--- config.mk ---
export PLATFORM = sky130hd
export DESIGN_NAME = change_dispenser
export DESIGN_NICKNAME = d
export VERILOG_FILES = /design/src/rtl/change_dispenser.sv
export SDC_FILE = /design/constraint.sdc
export NUM_CORES = 1
export LEC_CHECK = 0
export ABC_CLOCK_PERIOD_IN_PS = 2800
export BUFFER_PORTS_ARGS = -buffer_cell sky130_fd_sc_hd__buf_2
export CAP_MARGIN = 20
export CORE_MARGIN = 2
export CORE_UTILIZATION = 35
export CTS_CLUSTER_SIZE = 16
export DETAILED_ROUTE_END_ITERATION = 8
export GPL_ROUTABILITY_DRIVEN = 1
export PLACE_DENSITY = 0.63
export SYNTH_ARGS = -nofsm -noshare
export SYNTH_HDL_FRONTEND = slang
export SYNTH_SLANG_ARGS = --single-unit
--- constraint.sdc ---
create_clock -name clk -period 2.8 [get_ports clk]
set_input_delay 0.14 -clock clk [delete_from_list [all_inputs] [get_ports clk]]
set_output_delay 0.14 -clock clk [all_outputs]
set_load 0.1 [all_outputs]
--- src/rtl/change_dispenser.sv ---
// Coin payout sequencer: pays a refund amount as greedy 50/10/5 solenoid pulses,
// spaced by a fixed gap, while tracking per-denomination hopper inventory.
module change_dispenser #(
    parameter int unsigned GAP_CYC = 2,
    parameter logic [7:0]  INIT_50 = 8'd4,
    parameter logic [7:0]  INIT_10 = 8'd10,
    parameter logic [7:0]  INIT_5  = 8'd10
) (
    input  logic       clk,
    input  logic       rst,
    input  logic       refund_valid,
    input  logic [6:0] refund_amount,
    input  logic       restock,
    output logic       dispense_50,
    output logic       dispense_10,
    output logic       dispense_5,
    output logic       busy,
    output logic       done,
    output logic       short,
    output logic [6:0] remaining,
    output logic [7:0] inv_50,
    output logic [7:0] inv_10,
    output logic [7:0] inv_5
);

    localparam int unsigned GapW = (GAP_CYC < 2) ? 1 : $clog2(GAP_CYC + 1);

    typedef enum logic [2:0] {StIdle, StPick, StDrop, StGap, StFinish} state_e;

    state_e            state_q, state_d;
    logic [6:0]        rem_q, rem_d;
    logic [7:0]        inv50_q, inv50_d;
    logic [7:0]        inv10_q, inv10_d;
    logic [7:0]        inv5_q, inv5_d;
    logic [2:0]        sel_q, sel_d;   // one-hot {50, 10, 5} chosen in PICK
    logic [GapW-1:0]   gap_q, gap_d;
    logic              short_q, short_d;

    always_ff @(posedge clk or posedge rst) begin
        if (rst) begin
            state_q <= StIdle;
            rem_q   <= 7'd0;
            inv50_q <= INIT_50;
            inv10_q <= INIT_10;
            inv5_q  <= INIT_5;
            sel_q   <= 3'b000;
            gap_q   <= '0;
            short_q <= 1'b0;
        end else begin
            state_q <= state_d;
            rem_q   <= rem_d;
            inv50_q <= inv50_d;
            inv10_q <= inv10_d;
            inv5_q  <= inv5_d;
            sel_q   <= sel_d;
            gap_q   <= gap_d;
            short_q <= short_d;
        end
    end

    always_comb begin
        state_d = state_q;
        rem_d   = rem_q;
        inv50_d = inv50_q;
        inv10_d = inv10_q;
        inv5_d  = inv5_q;
        sel_d   = sel_q;
        gap_d   = gap_q;
        short_d = short_q;
        unique case (state_q)
            StIdle: begin
                if (refund_valid) begin
                    rem_d   = refund_amount;
                    short_d = 1'b0;
                    state_d = StPick;
                end else if (restock) begin
                    inv50_d = INIT_50;
                    inv10_d = INIT_10;
                    inv5_d  = INIT_5;
                end
            end
            StPick: begin
                if (rem_q == 7'd0) begin
                    short_d = 1'b0;
                    state_d = StFinish;
                end else if (rem_q >= 7'd50 && inv50_q != 8'd0) begin
                    sel_d   = 3'b100;
                    state_d = StDrop;
                end else if (rem_q >= 7'd10 && inv10_q != 8'd0) begin
                    sel_d   = 3'b010;
                    state_d = StDrop;
                end else if (rem_q >= 7'd5 && inv5_q != 8'd0) begin
                    sel_d   = 3'b001;
                    state_d = StDrop;
                end else begin
                    short_d = 1'b1;
                    state_d = StFinish;
                end
            end
            StDrop: begin
                if (sel_q[2]) begin
                    rem_d   = rem_q - 7'd50;
                    inv50_d = inv50_q - 8'd1;
                end else if (sel_q[1]) begin
                    rem_d   = rem_q - 7'd10;
                    inv10_d = inv10_q - 8'd1;
                end else if (sel_q[0]) begin
                    rem_d   = rem_q - 7'd5;
                    inv5_d  = inv5_q - 8'd1;
                end
                gap_d   = GapW'(GAP_CYC);
                state_d = StGap;
            end
            StGap: begin
                if (gap_q <= GapW'(1)) begin
                    state_d = StPick;
                end else begin
                    gap_d = gap_q - GapW'(1);
                end
            end
            StFinish: state_d = StIdle;
            default:  state_d = StIdle;
        endcase
    end

    assign dispense_50 = (state_q == StDrop) && sel_q[2];
    assign dispense_10 = (state_q == StDrop) && sel_q[1];
    assign dispense_5  = (state_q == StDrop) && sel_q[0];
    assign busy        = (state_q != StIdle);
    assign done        = (state_q == StFinish);
    assign short       = short_q;
    assign remaining   = rem_q;
    assign inv_50      = inv50_q;
    assign inv_10      = inv10_q;
    assign inv_5       = inv5_q;

endmodule

==> reports/qor.csv, run 1 <==
stage,metric,value,unit
outcome,outcome,"complete, no violations",
global_route,met3 usage,0.0317,
global_route,busiest metal layer after global routing,met2,
route,Avg Vias per Cell,5.11,
setup_path,CP required,2660,ps
synthesis,"Warnings, synthesis",0,
synthesis,Cells after Synth,291,
sta,crit share post-route,0.851,
cts,clk sinks,40,
finish,layout cell share with drive strength beyond 1,0.254,
run,Max Cap Viol,0,
synthesis,Synth Flop Type,dfrtp_1,
setup_path,most frequent CP cell,nor2_1,
sta,final setup TNS,0,ps
floorplanning,I/O pin count,48,
global_route,pin count of the biggest net entering global routing,24,
floorplanning,die width,90.5,um
route,DRT antenna net count,0,
hold_path,HP Class,in -> async,
global_route,total gr overflow,0,
floorplanning,Total Die Area,8190,sq um
synthesis,unique cell type count in the Yosys netlist,64,
cts,CTS Hold Bufs,0,
placement,Placer Congestion,0.784,
route,residual DRC count,0,
cts,worst skew pair latency,300,ps
synthesis,top-area cell type share of the netlist area,0.334,
setup_path,worst path cell trace,nor2_1 -> nand2_1 -> nor2_1 -> buf_2,
setup_path,slowest CP cell,dfrtp_1,
route,Post-Route WL,5830,um
synthesis,Post-Synthesis Cell Area,2620,sq um
setup_path,"slowest stage delay, CP",470,ps
sta,Worst Tran Pin Value,865,ps
global_route,met2 Use GR,0.242,
cts,root buffer cell,clkbuf_8,
cts,clk buf depth,2,
synthesis,synthesized area per cell,9.00,sq um
floorplanning,initial core utilization,0.361,
finish,# diodes,0,
cts,H-tree depth reported by CTS,2,
placement,Port Buffers,47,
finish,layout net count,359,
synthesis,syn_nets,317,
setup_path,arrival time worst endpoint,2240,ps
sta,Slew Limit Fails,0,
global_route,vias in the first global route,2120,
floorplanning,Die Y,90.5,um
sta,Hold Fails Final Rpt,0,
sta,Relative slew margins,0.423,
global_route,first-pass GRT wire length,10200,um
floorplanning,# rows,31,
route,number of DRC markers in iteration 0,142,
synthesis,Post-synth EDFFs,0,
finish,Area growth syn-to-layout,15.4,%
sta,Tmin final,2380,ps
cts,CTS Buf Count,5,
global_route,M1 GR Usage,0.206,
sta,RSZ-0062 raised after global routing,false,
sta,Finish-stage setup viols,0,
synthesis,"area leader, netlist",dfrtp_1,
cts,CTS tree,yes,
cts,cts repair resizes,0,
setup_path,Startpoint Class,register,
synthesis,dominant cells by area after synthesis,"dfrtp_1 (33%), ha_1 (7.2%), dfstp_2 (5.0%)",
global_route,Total GRT Usage,0.150,
sta,clk_skew,7.61,ps
synthesis,sequential share of the synthesized area,0.384,
route,drt first pass iters,4,
setup_path,Worst Path Max Fanout,13,
global_route,antenna violations before repair,0,
cts,"CTS clk-pin slew, worst paths",80,ps
route,wire per inst,13.5,um
finish,Filler Cell Count,747,
route,vias after detailed routing,2212,
sta,fmax,420,MHz
cts,postcts setup bufs,0,
setup_path,"CP delay by family, top",simple AND/OR/NAND/NOR gates,
setup_path,Setup crit end kind,output pin,
floorplanning,core box area,7250,sq um
synthesis,synthesized flop and latch total,40,
setup_path,CP Buf/Inv Count,1,
synthesis,"Async S/R FF share, synth",1.00,
placement,hpwl dp,4350,um
setup_path,Setup CP Type,reg -> out,
-- flip-flops by register name, indices dropped and copies added, names as in the netlist --
register / cells
short: 1
inv_10: 8
state_q: 3
gap_q: 2
sel_q: 3
inv_50: 8
remaining: 7
inv_5: 8
-- area by class of cell --
type	count	area (sq um)	share of cell area
sequential	40	1010	0.333
multi-input combinational	218	1470	0.486
clock inverter	2	15.0	0.00496
clock buffer	6	82.6	0.0273
inverter	18	67.6	0.0223
tap	99	124	0.0410
timing repair buffer	50	258	0.0852
-- cells by family (layout without fill, tap and decap cells) --
kind of cell | Yosys count | after routing | share of synthesized area
AND/OR/NAND/NOR | 114 | 114 | 0.240
AO/OA/AOI/OAI | 76 | 76 | 0.204
flip-flops | 40 | 40 | 0.384
buffers and inverters | 33 | 76 | 0.0564
adder cells (fa/ha/maj) | 15 | 15 | 0.0716
XOR/XNOR | 13 | 13 | 0.0435
-- worst register-to-register path: cells and delay by family (launching register included) --
| family | cells | cell delay, ps |
|---|---|---|
| AO/OA/AOI/OAI | 3 | 600 |
| adder cells (fa/ha/maj) | 1 | 230 |
| buffers and inverters | 1 | 210 |
| flip-flops | 1 | 480 |
| AND/OR/NAND/NOR | 2 | 480 |
-- cell usage in the layout (no fill, tap or decap), types with 6 or more instances in the layout --
cell type and n:
nand2b_1 7, o22a_1 7, xor2_1 6, ha_1 15
nand2_1 29, o21ai_1 13, inv_1 16, nand3_1 6
dfrtp_1 35, buf_2 47, nor2_1 31, clkbuf_8 6
xnor2_1 7, a21oi_1 17, o21ai_0 9
-- Yosys cell counts (7+ instances only) --
cell      count
o22a_1        7
dfrtp_1      35
nor2_1       31
inv_1        16
clkbuf_1      8
xnor2_1       7
o21ai_0       9
o21ai_1      13
nand2_1      29
a21oi_1      17
ha_1         15
nand2b_1      7
-- metrics by stage --
stage / worst slack (ps) / util / instances / instance area, sq um / hold slack, ps
floorplan: 119 / - / 291 / 2630 / 253
global placement: 786 / 0.403 / 425 / 2930 / 375
detailed placement: 739 / 0.403 / 425 / 2930 / 351
CTS: 418 / 0.417 / 433 / 3020 / 17.5
global route: 257 / 0.417 / 433 / 3020 / 85.8
finish: 417 / 0.417 / 433 / 3020 / 3.41
-- metal layers --
layer,wire length [um],share of wire
met3,284,0.049
met4,55,0.0094
met5,0,0
met1,2830,0.48
met2,2670,0.46
-- worst paths after layout --
path / slack (ps) / depth (start not counted) / startpoint / end
min in group clk: 90 / 3 / restock / inv_50[2]$_DFFE_PP1P_
worst min-delay path: 3 / 2 / rst / inv_10[4]$_DFFE_PP0P_
worst min register to register: 490 / 1 / gap_q[0]$_DFFE_PP0P_ / gap_q[0]$_DFFE_PP0P_
worst max register to register: 720 / 7 / remaining[1]$_DFFE_PP0P_ / short$_DFFE_PP0P_
worst max-delay path: 420 / 4 / state_q[2]$_DFFE_PP0P_ / dispense_5
max in group asynchronous: 2040 / 3 / rst / inv_10[3]$_DFFE_PP1P_
Power of run 1 is left out: the tool's default activity adds up to more than one toggle a clock period on the data nets, which glitch-free logic cannot reach.
==> run 2, diff against run 1 <==
ABC_AREA = 1   (was default)
TNS_END_PERCENT = 1   (was default)
==> run 2 against run 1 <==
Net effect: cell area rose by 4.8%; clock skew rose by 3.5 ps; critical path type is now reg -> reg; die area rose by 4.4%.
==> reports/qor.csv, run 2 <==
stage,metric,value,unit,change
outcome,outcome,"complete, no violations",,unchanged
finish,Filler Cell Count,804,,was 747
global_route,pin count of the biggest net entering global routing,26,,was 24
synthesis,"count leader, synth",nand2_1,,was dfrtp_1
route,wire per inst,12.6,um,was 13.5 um
synthesis,synthesized area per cell,7.12,sq um,was 9.00 sq um
synthesis,"Warnings, synthesis",0,,unchanged
synthesis,sequential share of the synthesized area,0.368,,was 0.384
finish,"commonest non-fill, non-tap cell in the layout",nand2_1,,was buf_2
synthesis,Synth Flop Type,dfrtp_1,,unchanged
route,drt first pass iters,4,,unchanged
cts,CTS Buf Count,5,,unchanged
cts,postcts setup bufs,0,,unchanged
setup_path,Setup crit end kind,register,,was output pin
floorplanning,# rows,32,,was 31
synthesis,Post-Synth Adder-Cell Area,0.0685,,was 0.0716
setup_path,worst path cell trace,nor2_4 -> nand2_2 -> nor2_1 -> nor2_1 -> nand2_1 -> nor2_1 -> inv_1 -> nand2_1 -> nand2_1,,was nor2_1 -> nand2_1 -> nor2_1 -> buf_2
floorplanning,Total Die Area,8550,sq um,was 8190 sq um
hold_path,HP Class,in -> async,,unchanged
sta,Relative slew margins,0.361,,was 0.423
global_route,met2 Use GR,0.288,,was 0.242
setup_path,r2r setup slk,600,ps,was 720 ps
route,residual DRC count,0,,unchanged
cts,H-tree depth reported by CTS,2,,unchanged
synthesis,XOR/XNOR share of the synthesized area,0.0320,,was 0.0435
global_route,Total GRT Usage,0.166,,was 0.150
synthesis,unique cell type count in the Yosys netlist,32,,was 64
global_route,met3 usage,0.0269,,was 0.0317
finish,Area growth syn-to-layout,15.7,%,was 15.4%
route,Post-Route WL,6780,um,was 5830 um
synthesis,synthesized flop and latch total,40,,unchanged
floorplanning,initial core utilization,0.358,,was 0.361
floorplanning,die width,92.5,um,was 90.5 um
setup_path,Reg-to-Reg Start,state_q[2]$_DFFE_PP0P_,,was remaining[1]$_DFFE_PP0P_
cts,CTS tree,yes,,unchanged
placement,Port Buffers,47,,unchanged
setup_path,Worst Path Max Fanout,19,,was 13
route,vias after detailed routing,2605,,"was 2,212"
setup_path,reg2reg path depth,9,,was 7
finish,"commonest non-fill, non-tap cells in the layout","nand2_1 (97), nor2_1 (54), buf_2 (47)",,"was buf_2 (47), dfrtp_1 (35), nor2_1 (31)"
sta,Min Hold Slack,52.8,ps,was 3.41 ps
finish,# diodes,0,,unchanged
synthesis,"area leader, netlist",dfrtp_1,,unchanged
floorplanning,Die Y,92.5,um,was 90.5 um
cts,worst skew pair latency,300,ps,about the same
cts,root buffer cell,clkbuf_8,,unchanged
global_route,M1 GR Usage,0.211,,was 0.206
setup_path,Setup CP Type,reg -> reg,,was reg -> out
synthesis,"Async S/R FF share, synth",1.00,,unchanged
setup_path,CP startpoint,state_q[2]$_DFFE_PP0P_,,unchanged
global_route,busiest metal layer after global routing,met2,,unchanged
synthesis,Post-synth EDFFs,0,,unchanged
synthesis,Compound-Gate Fraction of Synth Area,0.0932,,was 0.204
floorplanning,core box area,7650,sq um,was 7250 sq um
finish,layout net count,461,,was 359
sta,clk_skew,11.1,ps,was 7.61 ps
global_route,antenna violations before repair,0,,unchanged
finish,finished layout cell area,3170,sq um,was 3020 sq um
synthesis,area share of and/or/nand/nor cells after synthesis,0.353,,was 0.240
synthesis,most frequent cells after synthesis,"nand2_1 (97), nor2_1 (54), inv_1 (46), dfrtp_1 (35), nand3_1 (33)",,"was dfrtp_1 (35), nor2_1 (31), nand2_1 (29), a21oi_1 (17), inv_1 (16)"
sta,final setup TNS,0,ps,unchanged
synthesis,post-synthesis mux area share,0,,unchanged
setup_path,slowest CP cell,nor2_1,,was dfrtp_1
global_route,vias in the first global route,2559,,"was 2,120"
setup_path,CP required,2990,ps,was 2660 ps
setup_path,arrival time worst endpoint,2380,ps,was 2240 ps
sta,Tmin final,2200,ps,was 2380 ps
synthesis,main combinational cell family by area after synthesis,simple AND/OR/NAND/NOR gates,,unchanged
global_route,first-pass GRT wire length,11500,um,"was 10,200 um"
synthesis,dominant cells by area after synthesis,"dfrtp_1 (32%), nand2_1 (13%), nor2_1 (7.4%)",,"was dfrtp_1 (33%), ha_1 (7.2%), dfstp_2 (5.0%)"
floorplanning,I/O pin count,48,,unchanged
synthesis,syn_nets,411,,was 317
placement,hpwl dp,5160,um,was 4350 um
placement,placed cell area,3080,sq um,was 2930 sq um
global_route,total gr overflow,0,,unchanged
cts,CTS Hold Bufs,0,,unchanged
route,DRT antenna net count,0,,unchanged
route,Avg Vias per Cell,4.84,,was 5.11
sta,Worst Tran Pin Value,958,ps,was 865 ps
cts,clk buf depth,2,,unchanged
synthesis,Cells after Synth,385,,was 291
finish,layout cell share with drive strength beyond 1,0.181,,was 0.254
cts,"CTS clk-pin slew, worst paths",80,ps,about the same
cts,cts repair resizes,0,,unchanged
finish,utilization after layout,0.415,,was 0.417
sta,Slew Limit Fails,0,,unchanged
synthesis,Post-Synthesis Cell Area,2740,sq um,was 2620 sq um
sta,crit share post-route,0.784,,was 0.851
sta,Hold Fails Final Rpt,0,,unchanged
setup_path,Startpoint Class,register,,unchanged
run,Max Cap Viol,0,,unchanged
route,number of DRC markers in iteration 0,116,,was 142
sta,Finish-stage setup viols,0,,unchanged
placement,Placer Congestion,0.914,,was 0.784
sta,RSZ-0062 raised after global routing,false,,unchanged
setup_path,"slowest stage delay, CP",500,ps,was 470 ps
sta,fmax,455,MHz,was 420 MHz
synthesis,top-area cell type share of the netlist area,0.320,,was 0.334
cts,clk sinks,40,,unchanged
[run 2: changes by cell type after synthesis, sizes merged, moves of 7 or more]
cell    previous run  this run
a21oi             20        10
nand2             29       103
nand3              6        34
nor2              32        58
o22a               7         0
nand4              0        15
inv               18        51
nand2b             7         0
[run 2: cells by family (layout without fill, tap and decap cells)]
group	Yosys count	in the layout
and+or+nand+nor	217	217
AOI/OAI and AO/OA	45	45
DFF	40	40
adders and majority gates	15	15
buffers and inverters	58	109
xor gates and xnor gates	10	10
[run 2: path summary, 6_finish.rpt]
path                                       endpoint
max                            inv_5[2]$_DFFE_PP0P_
min                            inv_5[2]$_DFFE_PP0P_
max reg2reg                    inv_5[2]$_DFFE_PP0P_
min reg2reg                    inv_5[3]$_DFFE_PP1P_
max in group asynchronous  remaining[2]$_DFFE_PP0P_
min in group clk           remaining[2]$_DFFE_PP0P_
[run 2: worst max-delay path: cells and delay by family, from the launching register on]
kind	cells	cell delay, ps
buffers and inverters	1	260
flip-flops	1	450
AND/OR/NAND/NOR	8	1370
[run 2: cell type report]
type                    instances  area, sq um  area share
well taps                     102          128      0.0403
inverters                      51          191      0.0604
flip-flops and latches         40         1010       0.318
multi-input cells             287         1500       0.472
clock buffers                   8         90.1      0.0284
repair buffers                 50          258      0.0813
[run 2: through the flow]
| step | cells | worst slack, ps |
|---|---|---|
| final | 538 | 604 |
| after floorplan | 385 | 144 |
| after global placement | 530 | 738 |
| after detailed placement | 530 | 631 |
| after CTS | 538 | 644 |
| after global routing | 538 | 384 |
[run 2: layer usage]
layer,wire length [um],part of all wire,vias to the layer above
li1,-,-,1335
met1,3150,0.46,1205
met2,3280,0.48,56
met3,272,0.040,9
met4,77,0.011,0
met5,0,0,-
Power of run 2 is left out for the same reason.
==> run 3, diff against run 2 <==
ABC_AREA = 0   (was 1)
ABC_CLOCK_PERIOD_IN_PS = 2250   (was 2800)
clock period = 2.25 ns   (was 2.8 ns; I/O delays follow)
==> run 3 against run 2 <==
Net effect: sequential share of layout area grew 0.76 points; cell area fell by 2.3%; clock skew down 4.8 ps; via count is 14% lower; sequential cell count is the same; critical endpoint is now dispense_5; die area shrank 4.2%; critical path type is now reg -> out; global-route usage fell by 1.3 points.
==> reports/qor.csv, run 3 (same netlist as run 1, synthesis figures left out) <==
stage,metric,value,unit,change
sta,Worst Tran Pin Value,630,ps,was 958 ps
finish,finished layout cell area,3100,sq um,was 3170 sq um
route,wire per inst,13.6,um,was 12.6 um
sta,Hold Fails Final Rpt,0,,unchanged
route,Post-Route WL,5950,um,was 6780 um
finish,layout cell share with drive strength beyond 1,0.263,,was 0.181
setup_path,Startpoint Class,register,,unchanged
cts,worst skew pair latency,300,ps,about the same
placement,placed cell area,2990,sq um,was 3080 sq um
setup_path,Setup crit end kind,output pin,,was register
floorplanning,initial core utilization,0.361,,was 0.358
finish,Area growth syn-to-layout,18.2,%,was 15.7%
sta,clk_skew,6.33,ps,was 11.1 ps
cts,root buffer cell,clkbuf_8,,unchanged
sta,Tmin final,2120,ps,
placement,Port Buffers,47,,unchanged
placement,hpwl dp,4370,um,was 5160 um
setup_path,slowest CP cell,dfrtp_1,,was nor2_1
setup_path,"slowest stage delay, CP",470,ps,was 500 ps
finish,layout net count,364,,was 461
setup_path,CP Buf/Inv Count,1,,unchanged
sta,final setup TNS,0,ps,unchanged
setup_path,"CP delay by family, top",simple AND/OR/NAND/NOR gates,,unchanged
setup_path,most frequent CP cell,nor2_1,,
global_route,antenna violations before repair,0,,unchanged
sta,Relative slew margins,0.577,,was 0.361
route,residual DRC count,0,,unchanged
hold_path,HP Class,in -> reg,,was in -> async
sta,Slew Limit Fails,0,,unchanged
finish,"commonest non-fill, non-tap cells in the layout","buf_2 (44), dfrtp_1 (35), nor2_1 (31)",,"was nand2_1 (97), nor2_1 (54), buf_2 (47)"
floorplanning,Total Die Area,8190,sq um,was 8550 sq um
placement,Placer Congestion,0.815,,was 0.914
floorplanning,I/O pin count,48,,unchanged
finish,# diodes,0,,unchanged
setup_path,arrival time worst endpoint,2010,ps,was 2380 ps
sta,RSZ-0062 raised after global routing,false,,unchanged
cts,clk sinks,40,,unchanged
finish,"commonest non-fill, non-tap cell in the layout",buf_2,,was nand2_1
floorplanning,# rows,31,,was 32
route,vias after detailed routing,2229,,"was 2,605"
route,drt first pass iters,6,,was 4
run,Max Cap Viol,0,,unchanged
outcome,outcome,"complete, no violations",,unchanged
sta,Finish-stage setup viols,0,,unchanged
cts,clk buf depth,2,,unchanged
global_route,Total GRT Usage,0.153,,was 0.166
cts,H-tree depth reported by CTS,2,,unchanged
finish,utilization after layout,0.427,,was 0.415
global_route,vias in the first global route,2117,,"was 2,559"
floorplanning,Die Y,90.5,um,was 92.5 um
sta,crit share post-route,0.942,,
cts,CTS Buf Count,5,,unchanged
setup_path,Worst Path Max Fanout,9,,was 19
setup_path,worst path cell trace,nor2_1 -> nand2_1 -> nor2_1 -> clkbuf_4,,was nor2_4 -> nand2_2 -> nor2_1 -> nor2_1 -> nand2_1 -> nor2_1 -> inv_1 -> nand2_1 -> nand2_1
setup_path,CP required,2140,ps,was 2990 ps
route,number of DRC markers in iteration 0,115,,was 116
floorplanning,die width,90.5,um,was 92.5 um
cts,CTS tree,yes,,unchanged
global_route,pin count of the biggest net entering global routing,41,,was 26
global_route,total gr overflow,0,,unchanged
global_route,first-pass GRT wire length,10400,um,"was 11,500 um"
route,DRT antenna net count,0,,unchanged
route,Avg Vias per Cell,5.09,,was 4.84
cts,"CTS clk-pin slew, worst paths",80,ps,about the same
sta,fmax,472,MHz,
floorplanning,core box area,7250,sq um,was 7650 sq um
setup_path,Setup CP Type,reg -> out,,was reg -> reg
run 3: cell types whose count changed in the layout (fill, tap and decap cells not counted), sizes merged, moves of 6 or more:
cell,delta
a21oi,+10
inv,-33
nand2,-74
nand2b,+7
nand3,-28
nand4,-15
nor2,-26
nor2b,+6
o22a,+7
run 3: routing by layer:
layer,share of wire,track usage,wire (um),up-vias
met5,0,0,0,-
met4,0.0089,0.0423,53,0
met3,0.044,0.0301,259,5
met2,0.46,0.244,2760,49
met1,0.48,0.213,2870,1058
li1,-,-,-,1117
run 3: worst register-to-register path: stages (launching register included):
cell and delay [ps]:
dfrtp_1 480, inv_1 210, ha_1 210, nand2b_1 90, o211a_1 250, o21a_2 220
or3_4 390, a21oi_2 140
run 3: stage by stage:
| step | hold WS [ps] | worst slack, ps | instances |
|---|---|---|---|
| 2_1_floorplan | 226 | -431 | 291 |
| 3_3_place_gp | 275 | 295 | 429 |
| 3_5_place_dp | 278 | 224 | 429 |
| 4_1_cts | 66.2 | 54.0 | 438 |
| 5_1_grt | 90.8 | 50.7 | 438 |
| 6_report | 71.9 | 131 | 438 |
run 3: timing repair:
item,in CTS,in global routing
hold endpoints to repair,35,0
setup buffers,0,0
hold buffers,1,0
endpoints found under the setup margin,0,1
gates resized for setup,0,1
run 3: path summary, 6_finish.rpt:
check | start | to | slack (ps) | cells after the start
worst min register to register | gap_q[0]$_DFFE_PP0P_ | gap_q[0]$_DFFE_PP0P_ | 490 | 1
worst min-delay path | restock | inv_50[2]$_DFFE_PP1P_ | 70 | 3
min in group asynchronous | rst | inv_10[6]$_DFFE_PP0P_ | 480 | 4
worst max register to register | remaining[1]$_DFFE_PP0P_ | short$_DFFE_PP0P_ | 190 | 7
worst max-delay path | state_q[2]$_DFFE_PP0P_ | dispense_5 | 130 | 4
max in group asynchronous | rst | inv_5[1]$_DFFE_PP1P_ | 1390 | 4
run 3: cell type report:
class | instances | area [sq um]
Tap cell | 99 | 124
Sequential cell | 40 | 1010
Inverter | 18 | 67.6
Clock inverter | 2 | 15.0
Multi-Input combinational cell | 218 | 1470
Fill cell | 740 | 4160
Timing Repair Buffer | 55 | 330
Clock buffer | 6 | 82.6
Power of run 3 is left out for the same reason.
